<file path="src/rtl/mips_ctrl_pkg.sv">
// Shared constants for the multicycle MIPS control path: FSM state codes, opcodes,
// aluop encodings and the control word produced by the output decoder.
package mips_ctrl_pkg;

  localparam logic [3:0] S_RESET    = 4'd0;
  localparam logic [3:0] S_FETCH    = 4'd1;
  localparam logic [3:0] S_DECODE   = 4'd2;
  localparam logic [3:0] S_MEMADR   = 4'd3;
  localparam logic [3:0] S_MEMREAD  = 4'd4;
  localparam logic [3:0] S_MEMWB    = 4'd5;
  localparam logic [3:0] S_MEMWRITE = 4'd6;
  localparam logic [3:0] S_EXECUTE  = 4'd7;
  localparam logic [3:0] S_ALUWB    = 4'd8;
  localparam logic [3:0] S_BRANCH   = 4'd9;
  localparam logic [3:0] S_ADDIEXEC = 4'd10;
  localparam logic [3:0] S_ADDIWB   = 4'd11;
  localparam logic [3:0] S_JUMP     = 4'd12;

  localparam logic [5:0] OP_RTYPE = 6'b000000;
  localparam logic [5:0] OP_LW    = 6'b100011;
  localparam logic [5:0] OP_SW    = 6'b101011;
  localparam logic [5:0] OP_BEQ   = 6'b000100;
  localparam logic [5:0] OP_ADDI  = 6'b001000;
  localparam logic [5:0] OP_J     = 6'b000010;

  localparam logic [1:0] ALUOP_ADD   = 2'b00;
  localparam logic [1:0] ALUOP_SUB   = 2'b01;
  localparam logic [1:0] ALUOP_FUNCT = 2'b10;

  localparam logic [1:0] SRCB_B     = 2'b00;
  localparam logic [1:0] SRCB_FOUR  = 2'b01;
  localparam logic [1:0] SRCB_IMM   = 2'b10;
  localparam logic [1:0] SRCB_IMMSH = 2'b11;

  localparam logic [1:0] PCSRC_ALU    = 2'b00;
  localparam logic [1:0] PCSRC_ALUOUT = 2'b01;
  localparam logic [1:0] PCSRC_JUMP   = 2'b10;

  typedef struct packed {
    logic       pcwrite;
    logic       branch;
    logic       iord;
    logic       memread;
    logic       memwrite;
    logic       irwrite;
    logic       regdst;
    logic       memtoreg;
    logic       regwrite;
    logic       alusrca;
    logic [1:0] alusrcb;
    logic [1:0] aluop;
    logic [1:0] pcsrc;
  } ctrl_word_t;

  localparam int CTRL_W = $bits(ctrl_word_t);

  function automatic logic is_legal_op(input logic [5:0] op);
    return (op == OP_RTYPE) || (op == OP_LW) || (op == OP_SW) ||
           (op == OP_BEQ) || (op == OP_ADDI) || (op == OP_J);
  endfunction

endpackage

</file>
<file path="src/rtl/mips_ctrl_outdec.sv">
// Combinational state -> control word decode. Only the fetch enables look at mem_ready;
// everything else is a pure function of the state.
module mips_ctrl_outdec
  import mips_ctrl_pkg::*;
(
  input  logic [3:0]        state_i,
  input  logic              mem_ready_i,
  output logic [CTRL_W-1:0] ctrl_o
);

  ctrl_word_t cw;

  always_comb begin
    cw = '0;
    case (state_i)
      S_FETCH: begin
        cw.memread = 1'b1;
        cw.alusrcb = SRCB_FOUR;
        cw.aluop   = ALUOP_ADD;
        cw.pcsrc   = PCSRC_ALU;
        cw.irwrite = mem_ready_i;
        cw.pcwrite = mem_ready_i;
      end
      S_DECODE: begin
        cw.alusrcb = SRCB_IMMSH;
        cw.aluop   = ALUOP_ADD;
      end
      S_MEMADR, S_ADDIEXEC: begin
        cw.alusrca = 1'b1;
        cw.alusrcb = SRCB_IMM;
        cw.aluop   = ALUOP_ADD;
      end
      S_MEMREAD: begin
        cw.iord    = 1'b1;
        cw.memread = 1'b1;
      end
      S_MEMWB: begin
        cw.regwrite = 1'b1;
        cw.memtoreg = 1'b1;
      end
      S_MEMWRITE: begin
        cw.iord     = 1'b1;
        cw.memwrite = 1'b1;
      end
      S_EXECUTE: begin
        cw.alusrca = 1'b1;
        cw.alusrcb = SRCB_B;
        cw.aluop   = ALUOP_FUNCT;
      end
      S_ALUWB: begin
        cw.regwrite = 1'b1;
        cw.regdst   = 1'b1;
      end
      // Branch compares A-B; the target was parked in ALUOut during decode.
      S_BRANCH: begin
        cw.alusrca = 1'b1;
        cw.alusrcb = SRCB_B;
        cw.aluop   = ALUOP_SUB;
        cw.pcsrc   = PCSRC_ALUOUT;
        cw.branch  = 1'b1;
      end
      S_ADDIWB: begin
        cw.regwrite = 1'b1;
      end
      S_JUMP: begin
        cw.pcsrc   = PCSRC_JUMP;
        cw.pcwrite = 1'b1;
      end
      default: cw = '0;
    endcase
  end

  assign ctrl_o = cw;

endmodule

</file>
<file path="src/rtl/mips_multicycle_control.sv">
// Main control FSM of the multicycle MIPS datapath: state register, next-state logic,
// PC enable and retired-instruction counter. Output decode lives in mips_ctrl_outdec.
module mips_multicycle_control
  import mips_ctrl_pkg::*;
#(
  parameter int CNT_W = 32
) (
  input  logic             clk,
  input  logic             rst_n,
  input  logic [5:0]       opcode,
  input  logic             zero,
  input  logic             mem_ready,
  output logic             pc_en,
  output logic             iord,
  output logic             memread,
  output logic             memwrite,
  output logic             irwrite,
  output logic             regdst,
  output logic             memtoreg,
  output logic             regwrite,
  output logic             alusrca,
  output logic [1:0]       alusrcb,
  output logic [1:0]       aluop,
  output logic [1:0]       pcsrc,
  output logic             illegal,
  output logic [CNT_W-1:0] retired
);

  logic [3:0]        state_q, state_d;
  logic [CNT_W-1:0]  retired_q, retired_d;
  logic [CTRL_W-1:0] ctrl_vec;
  ctrl_word_t        ctrl;
  logic              retire;

  mips_ctrl_outdec u_outdec (
    .state_i     (state_q),
    .mem_ready_i (mem_ready),
    .ctrl_o      (ctrl_vec)
  );

  assign ctrl = ctrl_vec;

  always_comb begin
    state_d = state_q;
    case (state_q)
      S_RESET:  state_d = S_FETCH;
      S_FETCH:  if (mem_ready) state_d = S_DECODE;
      S_DECODE: begin
        case (opcode)
          OP_LW, OP_SW: state_d = S_MEMADR;
          OP_RTYPE:     state_d = S_EXECUTE;
          OP_BEQ:       state_d = S_BRANCH;
          OP_ADDI:      state_d = S_ADDIEXEC;
          OP_J:         state_d = S_JUMP;
          default:      state_d = S_FETCH;
        endcase
      end
      // IR is stable here, so the lw/sw split is resolved a cycle after decode.
      S_MEMADR: begin
        if (opcode == OP_LW)      state_d = S_MEMREAD;
        else if (opcode == OP_SW) state_d = S_MEMWRITE;
        else                      state_d = S_FETCH;
      end
      S_MEMREAD:  if (mem_ready) state_d = S_MEMWB;
      S_MEMWB:    state_d = S_FETCH;
      S_MEMWRITE: if (mem_ready) state_d = S_FETCH;
      S_EXECUTE:  state_d = S_ALUWB;
      S_ALUWB:    state_d = S_FETCH;
      S_BRANCH:   state_d = S_FETCH;
      S_ADDIEXEC: state_d = S_ADDIWB;
      S_ADDIWB:   state_d = S_FETCH;
      S_JUMP:     state_d = S_FETCH;
      default:    state_d = S_FETCH;
    endcase
  end

  // An instruction retires on its final transition back to fetch; illegal opcodes never do.
  always_comb begin
    retire = 1'b0;
    case (state_q)
      S_MEMWB, S_ALUWB, S_ADDIWB, S_BRANCH, S_JUMP: retire = 1'b1;
      S_MEMWRITE:                                   retire = mem_ready;
      default:                                      retire = 1'b0;
    endcase
  end

  assign retired_d = retire ? retired_q + CNT_W'(1) : retired_q;

  always_ff @(posedge clk or negedge rst_n) begin
    if (!rst_n) begin
      state_q   <= S_RESET;
      retired_q <= '0;
    end else begin
      state_q   <= state_d;
      retired_q <= retired_d;
    end
  end

  assign pc_en    = ctrl.pcwrite | (ctrl.branch & zero);
  assign iord     = ctrl.iord;
  assign memread  = ctrl.memread;
  assign memwrite = ctrl.memwrite;
  assign irwrite  = ctrl.irwrite;
  assign regdst   = ctrl.regdst;
  assign memtoreg = ctrl.memtoreg;
  assign regwrite = ctrl.regwrite;
  assign alusrca  = ctrl.alusrca;
  assign alusrcb  = ctrl.alusrcb;
  assign aluop    = ctrl.aluop;
  assign pcsrc    = ctrl.pcsrc;
  assign illegal  = (state_q == S_DECODE) && !is_legal_op(opcode);
  assign retired  = retired_q;

endmodule

</file>
<file path="config.mk">
export PLATFORM = sky130hd
export DESIGN_NAME = mips_multicycle_control
export DESIGN_NICKNAME = d
export VERILOG_FILES = /design/src/rtl/mips_ctrl_pkg.sv /design/src/rtl/mips_ctrl_outdec.sv /design/src/rtl/mips_multicycle_control.sv
export SDC_FILE = /design/constraint.sdc
export NUM_CORES = 1
export LEC_CHECK = 0
export ABC_CLOCK_PERIOD_IN_PS = 1800
export BUFFER_PORTS_ARGS = -buffer_cell sky130_fd_sc_hd__buf_2
export CELL_PAD_IN_SITES_DETAIL_PLACEMENT = 0
export CELL_PAD_IN_SITES_GLOBAL_PLACEMENT = 1
export CORE_ASPECT_RATIO = 0.7
export CORE_MARGIN = 2
export CORE_UTILIZATION = 39
export DETAILED_ROUTE_END_ITERATION = 7
export PLACE_DENSITY = 0.9
export SYNTH_ARGS = -nofsm -noshare
export SYNTH_HDL_FRONTEND = slang
export SYNTH_SLANG_ARGS = --single-unit
</file>
<file path="constraint.sdc">
create_clock -name clk -period 1.8 [get_ports clk]
set_input_delay 0.36 -clock clk [delete_from_list [all_inputs] [get_ports clk]]
set_output_delay 0.36 -clock clk [all_outputs]
set_load 0.05 [all_outputs]
</file>
# Word-level counts from Yosys, hierarchy flattened
# Index checks and enable logic that the tools add are counted.
[classes] mux=20 bitwise=2 n_reduce_logical=16 n_eq_ne=20 addsub=1
[ops] op="4-bit case mux with 5 select lines" count=2
[ops] op="32-bit by 1-bit adder with 32-bit output (second input constant)" count=1
[ops] op="4-bit case mux with 7 select lines" count=1
[ops] op="4-bit == test (second input constant)" count=5
[ops] op="4-bit by 3-bit == test with 1-bit output (second input constant)" count=4
[ops] op="6-bit == test (second input constant)" count=2
[ops] op="4-bit 2-to-1 mux" count=3
[ops] op="1-bit 2-to-1 mux" count=9
[ops] op="4-bit by 2-bit == test with 1-bit output (second input constant)" count=2
[ops] op="2-bit OR reduction" count=4
[ops] op="6-bit by 2-bit == test with 1-bit output (second input constant)" count=1
[ops] op="6-bit by 3-bit == test with 1-bit output (second input constant)" count=1
[ops] op="6-bit by 4-bit == test with 1-bit output (second input constant)" count=1
[ops] op="6-bit logical NOT" count=1
[ops] op="3-bit 2-to-1 mux" count=2
[ops] op="2-bit != test (second input constant)" count=3
[ops] op="1-bit logical OR" count=5
[ops] op="5-bit OR reduction" count=1
[ops] op="4-bit by 1-bit == test with 1-bit output (second input constant)" count=1
[ops] op="1-bit case mux with 2 select lines" count=2
[ops] op="2-bit case mux with 2 select lines" count=1
[ops] op="4-bit OR reduction" count=1
[ops] op="3-bit AND reduction" count=1
[ops] op="3-bit OR reduction" count=1
[ops] op="4 further kinds" count=4
[totals] register_bits=36 input_bits=10 output_inout_bits=48

# Longest topological paths before layout
# Gate-level depths: netlist (run 1).
[logic_depth] ltp_word=8 depth_mapped=7 depth_no_buf=5

# Cells and area by module
# Synthesis (run 1) repeated with hierarchy kept, for this count alone.
[hier_totals] cells_unflattened=226 hier_area_um2=2187.1
[by_module_without_submodules] module="mips_multicycle_control" n_inst=1 cells_per_inst=195 area_each_um2=1984.4 seq_area_each_um2=900.9
[by_module_without_submodules] module="mips_ctrl_outdec" n_inst=1 cells_per_inst=31 area_each_um2=202.7 seq_area_each_um2=0.0

# Least setup slack after synthesis (run 1)
# No wires, ideal clock.
[synth_timing] path_kind="reg2out" start="register state_q[2]" end="output regwrite" arrival_time_ps=2295 path_stages_with_launch=6 setup_slack_ps=-855 required_time_ps=1440 path_buffers=1 path_cell_list="dfrtp_1 > buf_2 > inv_1 > nand2_1 > nor3_1 > a21o_1"
[synth_via] elab_chain_cells=3 elab_cells_between_ends=5 classes_between="eq/ne (3); mux (1); reduce/logical (1)"
[synth_rtl] item="from (decl)" line_no="mips_multicycle_control.sv:29" rtl="logic [3:0] state_q, state_d;"
[synth_rtl] item="from (signal assigned)" line_no="mips_multicycle_control.sv:94" rtl="state_q <= state_d;"
[synth_rtl] item="4-bit by 3-bit == test with 1-bit output / 4-bit == test (equally long branches)" line_no="mips_ctrl_outdec.sv:15" rtl="case (state_i)"
[synth_rtl] item="3-bit OR reduction (no line) *"
[synth_rtl] item="1-bit 2-to-1 mux *" line_no="mips_ctrl_outdec.sv:15"
[synth_rtl] item="to (decl)" line_no="mips_multicycle_control.sv:20" rtl="output logic regwrite,"
# Mark *: on every way between the ends. The rest lies on a longest branch, timed or not.

# Worst setup path after layout (run 1)
[layout_timing] start="register state_q[3]" end="output pc_en"
[layout_via] elab_chain_cells=4 elab_cells_between_ends=7 classes_between="eq/ne (3); mux (2); bitwise (2)"
[layout_rtl] item="4-bit == test" line_no="mips_ctrl_outdec.sv:15"
[layout_rtl] item="1-bit 2-to-1 mux" line_no="mips_ctrl_outdec.sv:15"
[layout_rtl] item="1-bit bitwise AND" line_no="mips_multicycle_control.sv:99" rtl="assign pc_en = ctrl.pcwrite | (ctrl.branch & zero);"
[layout_rtl] item="1-bit OR *" line_no="mips_multicycle_control.sv:99"
[layout_rtl] item="to (decl)" line_no="mips_multicycle_control.sv:13" rtl="output logic pc_en,"
# Marks and branches as above.

==> results of run 1 <==
kinds of logic (layout without fill, tap and decap cells):
family                   Yosys count  after routing  synth area share
AND/OR/NAND/NOR                   93             93             0.254
XOR/XNOR                          34             34             0.143
AO/OA/AOI/OAI                     29             29             0.116
adder cells (fa/ha/maj)            1              1           0.00603
buffers and inverters             15            107            0.0313
multiplexers                       3              3            0.0151
flip-flops                        36             36             0.434
metrics by stage:
step / util / hold slack (ns) / total power (W) / worst slack [ns]
after floorplan: - / 0.0644 / 0.00170 / -0.106
after global placement: 0.529 / 0.325 / 0.00198 / -0.113
after detailed placement: 0.529 / 0.325 / 0.00200 / -0.178
after CTS: 0.578 / 0.00989 / 0.00274 / -0.0840
after global routing: 0.589 / 0.0313 / 0.00289 / -0.113
final: 0.589 / -0.00142 / 0.00276 / -0.0727
cell type report:
class,instances,area (µm²),share of cell area
multi-input cells,160,1250,0.409
flip-flops and latches,36,922,0.302
repair buffers,91,667,0.219
clock buffers,8,90.1,0.0295
well taps,72,90.1,0.0295
inverters,8,32.5,0.0107
worst register-to-register path, stage by stage (launching register included):
cell	delay, ns
dfrtp_2	0.45
nand2b_4	0.17
buf_4	0.14
a21oi_4	0.19
buf_6	0.14
o21a_1	0.16
buf_12	0.14
nand4_1	0.11
xnor2_1	0.14
per-layer routing:
metal / GRT usage / up-vias / wire length, µm
li1: - / 923 / -
met1: 0.253 / 936 / 2460
met2: 0.289 / 47 / 2420
met3: 0.0442 / 8 / 262
met4: 0.0739 / 0 / 83
met5: 0 / - / 0
timing repair:
action	in CTS	in global routing
setup buffers	5	1
endpoints found under the hold margin	0	0
gates resized for setup	37	14
setup endpoints to repair	15	24
pin swaps	3	6
path summary, 6_finish.rpt:
check,from,endpoint,slack [ns],cells after the start
hold / removal,rst_n,retired[3],-0.001,1
hold reg to reg,retired[31],retired[31],0.46,1
min in group clk,retired[31],retired[31],0.46,1
setup / recovery,state_q[3],pc_en,-0.07,5
setup reg to reg,state_q[3],retired[20],0.05,8
max in group asynchronous,rst_n,retired[28],1.36,2
synthesized netlist by cell type (all sizes together) (2+ instances only):
cell	n	area, µm²
o2111ai	3	43.8
nor2	23	86.3
or3	3	18.8
or2	2	12.5
xor2	19	166
a21oi	5	36.3
nand2b	3	26.3
inv	8	30.0
o21a	2	15.0
clkbuf	2	7.51
and4	2	17.5
and3	6	37.5
xnor2	15	131
a21boi	2	15.0
dfrtp	36	901
nand4	6	43.8
nor3	10	71.3
o21ai	5	25.0
buf	5	27.5
mux2i	2	20.0
a21o	2	15.0
nor2b	2	12.5
nand3	13	65.1
nor3b	2	25.0
nand2	17	63.8
o22ai	3	18.8
where the power goes:
group	leakage [nW]	internal (W)	switching, W
registers	0.460	0.000862	0.0000944
clock network	0.0455	0.000312	0.000276
logic	0.980	0.000458	0.000758
total	1.48	0.00163	0.00113
registers in the layout (all words and copies together) (netlist names):
register	flops
retired	32
state_q	4
==> metrics.txt, run 1 <==
clock buffer depth=2; most common cell after layout, fill and taps aside=buf_2; Post-route DRC=0; number of buffers created by CTS=5; Inst Count DP=roughly 360; Tot GR Track Use=0.186; Worst setup SP type=flip-flop; clock skew=around 0.0029 ns; RSZ-0062 raised after global routing=yes; Final Cycle Share=1.04; Cell Pwr Density=between 900 and 1000 nW/µm²; status=finished, violations left; Yosys Warn Count=0; CTS Root Cell=clkbuf_8; hold_ws=-0.00142 ns; failing checks=negative hold slack, negative setup slack; worst hold path class=input port to asynchronous set/reset pin; WL final=about 5200 µm; number of synthesized flops with an enable pin=0; Worst VDD drop=0.384 mV; die area=roughly 6000 µm²; crit path setup slack, layout=-0.0727 ns; width of the chip=between 90 and 100 µm; post-synthesis area per instance=9.84 µm²; Post-Route Setup TNS=-0.263 ns; first-pass GRT wire length=8600 µm; Largest delay share family, worst path=flip-flops; layout cells sized above 1=0.505; Skew-Pair Late Insertion Delay=0.29 ns; routed vias/inst=5.10; Max stage delay on crit path=0.45 ns; Max Freq=around 0.53 GHz; GP Congestion=~0.83; crit-path max FO=6; commonest cells after routing, fill and taps aside=buf_2 (44), buf_4 (30), nor2_1 (19), xor2_1 (19), dfrtp_1 (19); Worst Setup End Kind=output pin; DP HPWL=just under 4000 µm; Arr. time, crit path=1.51 ns; Yosys cell types=between 40 and 50; largest net degree at the start of global routing=20; Nets=313; Placeable Area=~5200 µm²; worst path cell trace=buf_6 > nand2_8 > nor2_4 > a211o_4 > buf_8; CTS tree=yes; minimum clock period=about 1.9 ns; Synth Cell Area=between 2000 and 2500 µm²; initial DRC count=114; via count=1914; Reg clk slew, reported paths=~0.07 ns; Pre-Repair DR Iteration Count=4; ant diodes=0; Synth async-reset ratio=1.00; port bufs=57; final setup violation count=6; Synth Register Bits=36; register area share after synthesis=0.434; Worst slew margin=0.723; Final Hold Fails=4; max-slew violation count=0; initial core utilization=0.401; fill cell count=between 400 and 500; placement row count=22; design area=roughly 3000 µm²; Setup CP Type=flip-flop to output pin; vias in the first global route=1821; CP Buf/Inv Count=2; Placed Area=around 2700 µm²; ys flop type=dfrtp_1; Post-Layout Cell Count=around 380; I/O Pins=58; clk sinks=36; Tightest Pin Transition=about 0.4 ns; grt total ovfl=0; htree depth=2; area grow syn2layout=46.9%; CP required=around 1.4 ns; hold_buf cts=0; initial antenna violation count=0; Die Y=~65 µm; Post-Syn Nets=222; Pleak=between 1 and 1.5 nW; slowest cell on the critical path=dfrtp_2; Antenna Nets Post-Route=0; average wire per standard cell=around 14 µm; synthesized netlist cell count=211; Max Cap Viol=0
Note: power is estimated with default switching activity, not from simulation.
==> run 2, diff against run 1 <==
--- a/config.mk
+++ b/config.mk
@@ -5,15 +5,15 @@
 export SDC_FILE = /design/constraint.sdc
 export NUM_CORES = 1
 export LEC_CHECK = 0
+export ABC_AREA = 1
 export ABC_CLOCK_PERIOD_IN_PS = 1800
 export BUFFER_PORTS_ARGS = -buffer_cell sky130_fd_sc_hd__buf_2
 export CELL_PAD_IN_SITES_DETAIL_PLACEMENT = 0
 export CELL_PAD_IN_SITES_GLOBAL_PLACEMENT = 1
-export CORE_ASPECT_RATIO = 0.7
-export CORE_MARGIN = 2
-export CORE_UTILIZATION = 39
+export CORE_ASPECT_RATIO = 1.75
+export CORE_UTILIZATION = 38
 export DETAILED_ROUTE_END_ITERATION = 7
-export PLACE_DENSITY = 0.9
+export PLACE_DENSITY = 0.92
 export SYNTH_ARGS = -nofsm -noshare
 export SYNTH_HDL_FRONTEND = slang
 export SYNTH_SLANG_ARGS = --single-unit
==> run 2 against run 1 <==
Against the previous run:
- clock power up 51%
- register-to-register slack improved by 0.06 ns
- sequential power down 2%
- maximum frequency shrank 1.8%
- clock skew grew 0.00072 ns
- global-route usage grew 4.8 points
- synthesized cell count grew 110%
- via count rose by 56%
- non-clock buffer count shrank 16
- largest power group unchanged
- the run ends with negative setup slack left
- final cell count rose by 59%
- count of clock-buffer cells in the layout stayed put
==> metrics.txt, run 2 <==
Max Cap Viol=0 (unchanged); clock buffer depth=2 (unchanged); vias in the first global route=2904 (+59%); failing checks=negative setup slack; CTS Root Cell=clkbuf_16; grt total ovfl=0 (unchanged); synthesized netlist cell count=437 (+110%); Final Cycle Share=1.06 (+0.0193); initial antenna violation count=0 (unchanged); Synth async-reset ratio=1.00 (unchanged); hold_buf cts=0 (unchanged); routed vias/inst=5.00 (-2.1%); Worst VDD drop=0.907 mV (+140%); Yosys Warn Count=0 (unchanged); Nets=522 (+67%); ys flop type=dfrtp_1; via count=2979 (+56%); combinational power share=0.431 (-0.010); clock skew=0.00365 ns (+0.000718 ns); most common cell in the netlist=nand2_1; most common cell after layout, fill and taps aside=nand2_1; average wire per standard cell=13.7 µm (-1.9%); Final Hold Fails=0 (-4); width of the chip=65.9 µm (-28%); Skew-Pair Late Insertion Delay=0.28 ns (about the same); clk sinks=36 (unchanged); cell internal pwr=0.00187 W (+15%); ant diodes=0 (unchanged); hold_ws=0.113 ns (+0.115 ns); area grow syn2layout=29.8%; Arr. time, crit path=1.55 ns (+0.04 ns); Post-Syn Nets=448 (+100%); final setup violation count=4 (-2); die area=7500 µm² (+27%); crit-path max FO=4 (-2); port bufs=57 (unchanged); Max Freq=0.524 GHz (-1.8%); initial DRC count=120 (+5.3%); Reg clk slew, reported paths=0.06 ns (about the same); Antenna Nets Post-Route=0 (unchanged); Synth area leaders=dfrtp_1 (33%), nand2_1 (24%), nor2_1 (11%); design area=3530 µm² (+16%); commonest cells after routing, fill and taps aside=nand2_1 (173), nor2_1 (68), buf_2 (45); WL final=8150 µm (+56%); max FFs per register=32 (unchanged); Post-route DRC=0 (unchanged); max-slew violation count=0 (unchanged); GP Congestion=0.889 (+6.7%); Yosys cell types=25 (-46%); Worst setup SP type=flip-flop; Tot GR Track Use=0.234 (+0.0480); post-synth top area cell=dfrtp_1; top-area cell type share of the netlist area=0.332 (-0.102); sequential share of power=0.293 (-0.054); Cell Pwr Density=909 nW/µm² (+0.44%); register area=905 µm² (-1.9%); Tightest Pin Transition=0.682 ns (+0.278 ns); Commonest cells post-synth=nand2_1 (174), nor2_1 (77), inv_1 (43); Pleak=1.75 nW (+18%); status=finished, violations left; Worst Setup End Kind=output pin; Worst slew margin=0.545 (-0.178); CTS tree=yes; Die Y=114 µm (+75%); worst hold path class=input port to asynchronous set/reset pin; largest net degree at the start of global routing=42 (+110%); Setup CP Type=flip-flop to output pin; htree depth=2 (unchanged); CP required=1.44 ns (about the same); minimum clock period=1.91 ns (+0.0347 ns); Psw=0.00134 W (+18%); RSZ-0062 raised after global routing=yes; Synth Cell Area=2720 µm² (+31%); area of the multi-input gates=1690 µm² (+36%); number of synthesized flops with an enable pin=0 (unchanged); clock network power share=0.276 (+0.063); crit path setup slack, layout=-0.107 ns (-0.0347 ns); register area share after synthesis=0.332 (-0.102); I/O Pins=58 (unchanged); Synth Register Bits=36 (unchanged); Placeable Area=6910 µm² (+33%); post-synthesis area per instance=6.22 µm² (-37%); DP HPWL=6390 µm (+63%); number of buffers created by CTS=5 (unchanged); Pre-Repair DR Iteration Count=5 (+1); initial core utilization=0.393 (-0.00782); placement row count=40 (+82%); Placed Area=3210 µm² (+17%); fill cell count=723 (+52%); layout cells sized above 1=0.258 (-0.247); switching share of power=0.416 (+0.00791); first-pass GRT wire length=13400 µm (+55%)
==> run 2: cell count changes after synthesis, moves of 11 or more <==
cell,change
xor2_1,-11
nand3_2,+11
nand3_1,+19
inv_1,+35
nand2_1,+157
nor2_1,+54
xnor2_1,-15
==> run 2: worst paths after layout <==
check                             from           to  slack, ns  cells after the start
min                              rst_n   retired[8]       0.11                      1
max reg2reg                 state_q[0]   retired[2]       0.11                     10
min in group clk             mem_ready   state_q[1]       0.41                      4
max                         state_q[0]   alusrcb[1]      -0.11                      5
min reg2reg                retired[11]  retired[11]       0.57                      2
max in group asynchronous        rst_n  retired[19]       1.12                      2
==> run 2: cell families after synthesis <==
kind of cell               after synthesis  share of synthesized area
DFF                                     36                      0.332
AOI/OAI and AO/OA                       13                     0.0258
and+or+nand+nor                        324                      0.524
adders and majority gates                1                    0.00461
xor gates and xnor gates                 8                     0.0258
buffers and inverters                   55                     0.0884
==> run 2: power by group through the flow <==
stage	registers, W	logic (W)	clock network [W]
finish	0.000941	0.00138	0.000885
global route	0.000949	0.00147	0.000941
CTS	0.000935	0.00133	0.000899
detailed placement	0.000945	0.00116	0
global placement	0.000941	0.00116	0
floorplan	0.00104	0.000745	0
==> run 2: final cells by class <==
cell class	count	share of cell area
flip-flops and latches	36	0.256
repair buffers	75	0.143
clock buffers	8	0.0415
inverters	47	0.0500
well taps	84	0.0298
multi-input cells	346	0.479
==> run 2: worst max-delay path, cell delays in order (launching register included) <==
cell and delay (ns):
dfrtp_2 0.44, inv_2 0.11, nand2_2 0.08, buf_4 0.17, o22ai_1 0.21, buf_4 0.25
==> run 2: per-layer routing <==
metal,vias up,part of all wire,GRT usage
li1,1500,-,-
met1,1383,0.35,0.222
met2,77,0.59,0.471
met3,19,0.029,0.0330
met4,0,0.033,0.0986
met5,-,0,0
==> run 2: repair_timing <==
action / 4_1_cts / 5_1_grt
gates resized for setup: 35 / 12
buffers inserted: 2 / 2
pin swaps: 2 / 4
setup endpoints to repair: 12 / 28
==> run 2: per-stage QoR <==
stage	total power [W]	setup WS (ns)	setup TNS [ns]	utilization	cells
CTS	0.00316	-0.0906	-0.196	0.504	595
finish	0.00321	-0.107	-0.269	0.511	596
floorplan	0.00178	-0.100	-0.100	-	437
detailed placement	0.00211	0.0435	0	0.465	585
global route	0.00336	-0.128	-0.560	0.511	596
global placement	0.00210	0.0258	0	0.465	585
==> run 3, diff against run 2 <==
--- a/config.mk
+++ b/config.mk
@@ -6,14 +6,16 @@
 export NUM_CORES = 1
 export LEC_CHECK = 0
 export ABC_AREA = 1
-export ABC_CLOCK_PERIOD_IN_PS = 1800
+export ABC_CLOCK_PERIOD_IN_PS = 1850
 export BUFFER_PORTS_ARGS = -buffer_cell sky130_fd_sc_hd__buf_2
+export CAP_MARGIN = 20
 export CELL_PAD_IN_SITES_DETAIL_PLACEMENT = 0
 export CELL_PAD_IN_SITES_GLOBAL_PLACEMENT = 1
 export CORE_ASPECT_RATIO = 1.75
 export CORE_UTILIZATION = 38
 export DETAILED_ROUTE_END_ITERATION = 7
 export PLACE_DENSITY = 0.92
+export SKIP_CTS_REPAIR_TIMING = 1
 export SYNTH_ARGS = -nofsm -noshare
 export SYNTH_HDL_FRONTEND = slang
 export SYNTH_SLANG_ARGS = --single-unit
==> constraint.sdc (replaced) <==
create_clock -name clk -period 1.85 [get_ports clk]
set_input_delay 0.37 -clock clk [delete_from_list [all_inputs] [get_ports clk]]
set_output_delay 0.37 -clock clk [all_outputs]
set_load 0.05 [all_outputs]
==> run 3 against run 2 <==
Against the previous run:
- the flow still finishes with violations (negative setup slack)
- register-to-register slack better by 0.13 ns
- via count down 3.3%
- first-iteration DRC count up 41%
- count of clock-buffer cells in the layout unchanged
- combinational power down 9%
==> metrics.txt, run 3 (synthesized netlist as in run 2, its figures left out) <==
slowest cell on the critical path=dfrtp_2; layout cells sized above 1=0.248 (-0.0103); most common cell after layout, fill and taps aside=nand2_1; worst hold path class=input port to asynchronous set/reset pin; met2 wire len=4570 µm (-5.0%); Post-Route Setup TNS=-0.0206 ns (+0.248 ns); crit path setup slack, layout=-0.0206 ns (+0.0869 ns); I/O Pins=58 (unchanged); status=finished, violations left; cell internal pwr=0.00178 W (-5.1%); Final Hold Fails=0 (unchanged); Largest delay share family, worst path=flip-flops; Die Y=114 µm (unchanged); Antenna Nets Post-Route=0 (unchanged); clock buffer depth=2 (unchanged); initial DRC count=169 (+41%); Max stage delay on crit path=0.43 ns (about the same); ant diodes=0 (unchanged); clock skew=0.00372 ns (+0.0000705 ns); Nets=519 (-0.57%); placement row count=40 (unchanged); largest net degree at the start of global routing=49 (+17%); htree depth=2 (unchanged); Tightest Pin Transition=0.503 ns (-0.180 ns); Skew-Pair Late Insertion Delay=0.27 ns (about the same); vias in the first global route=2777 (-4.4%); Cell Pwr Density=874 nW/µm² (-3.9%); max-slew violation count=0 (unchanged); Inst Count DP=583 (-0.34%); port bufs=57 (unchanged); RSZ-0062 raised after global routing=yes; initial antenna violation count=0 (unchanged); fill cell count=728 (+0.69%); Tot GR Track Use=0.221 (-0.0135); via count=2880 (-3.3%); CTS tree=yes; wire length on met1=2770 µm (-2.4%); Setup CP Type=flip-flop to output pin; first-pass GRT wire length=12700 µm (-5.1%); Post-route DRC=0 (unchanged); CP required=1.48 ns (+0.04 ns); minimum clock period=1.87 ns; initial core utilization=0.393 (unchanged); clock network power share=0.278 (+0.002); routed vias/inst=4.86 (-2.8%); CP Buf/Inv Count=3 (unchanged); GP Congestion=0.885 (-0.41%); Final Cycle Share=1.01; max FFs per register=32 (unchanged); Placeable Area=6910 µm² (unchanged); Worst VDD drop=0.715 mV (-21%); Worst setup SP type=flip-flop; WL final=7730 µm (-5.2%); final setup violation count=1 (-3); CTS Root Cell=clkbuf_16; combinational power share=0.419 (-0.012); crit-path max FO=4 (unchanged); Pleak=1.72 nW (-1.7%); worst path cell trace=inv_4 > nand2_2 > buf_4 > nor3_4 > a211o_2 > buf_4; Worst slew margin=0.665 (+0.120); Pre-Repair DR Iteration Count=4 (-1); Post-Layout Cell Count=593 (-0.50%); Max Cap Viol=0 (unchanged); met3 wire len=175 µm (-26%); DP HPWL=6230 µm (-2.5%); clk sinks=36 (unchanged); grt total ovfl=0 (unchanged); switching share of power=0.410 (-0.00622); Total Power=0.00301 W (-6.1%); sequential share of power=0.304 (+0.011); cell repeated most along the worst path=buf_4; Max Freq=~0.53 GHz; width of the chip=65.9 µm (unchanged); area grow syn2layout=26.9%; Psw=0.00124 W (-7.5%); DR top layer=met4; die area=7500 µm² (unchanged); Worst Setup End Kind=output pin; average wire per standard cell=13.0 µm (-4.7%); Arr. time, crit path=1.50 ns (-0.05 ns); commonest cells after routing, fill and taps aside=nand2_1 (172), nor2_1 (69), buf_2 (49); number of buffers created by CTS=5 (unchanged); Reg clk slew, reported paths=0.05 ns (about the same); failing checks=negative setup slack
-- run 3: layer usage --
| metal | global-route usage | vias to the layer above |
|---|---|---|
| met1 | 0.226 | 1319 |
| li1 | - | 1501 |
| met5 | 0 | - |
| met4 | 0.0942 | 0 |
| met3 | 0.0270 | 14 |
| met2 | 0.427 | 46 |
-- run 3: metrics by stage --
step / instance area [µm²] / utilization / worst slack [ns] / hold slack (ns)
3_5_place_dp: 3190 / 0.462 / 0.0957 / 0.365
4_1_cts: 3340 / 0.483 / -0.200 / 0.0766
6_report: 3450 / 0.499 / -0.0206 / 0.0557
2_1_floorplan: 2750 / - / -0.0601 / 0.0744
5_1_grt: 3450 / 0.499 / -0.0842 / 0.0970
3_3_place_gp: 3190 / 0.462 / 0.0762 / 0.368
-- run 3: path summary, 6_finish.rpt --
| kind | from | to | slack [ns] | depth (start not counted) |
|---|---|---|---|---|
| setup / recovery | state_q[0] | pc_en | -0.02 | 6 |
| hold / removal | rst_n | retired[11] | 0.06 | 1 |
| setup reg to reg | retired[1] | retired[18] | 0.24 | 9 |
| hold reg to reg | retired[10] | retired[10] | 0.56 | 2 |
| max in group asynchronous | rst_n | retired[7] | 1.20 | 2 |
| min in group clk | mem_ready | state_q[1] | 0.45 | 4 |
-- run 3: layout make-up --
type | count | area [µm²] | area share
Multi-Input combinational cell | 346 | 1660 | 0.482
Sequential cell | 36 | 905 | 0.263
Timing Repair Buffer | 72 | 449 | 0.130
Inverter | 47 | 179 | 0.0519
Clock buffer | 8 | 146 | 0.0425
Tap cell | 84 | 105 | 0.0305
-- run 3: power by group through the flow --
stage	Sequential (W)	Clock (W)	Combinational, W
6_report	0.000915	0.000836	0.00126
5_1_grt	0.000925	0.000886	0.00135
4_1_cts	0.000903	0.000859	0.00113
3_5_place_dp	0.000917	0	0.00113
3_3_place_gp	0.000915	0	0.00112
2_1_floorplan	0.00101	0	0.000722
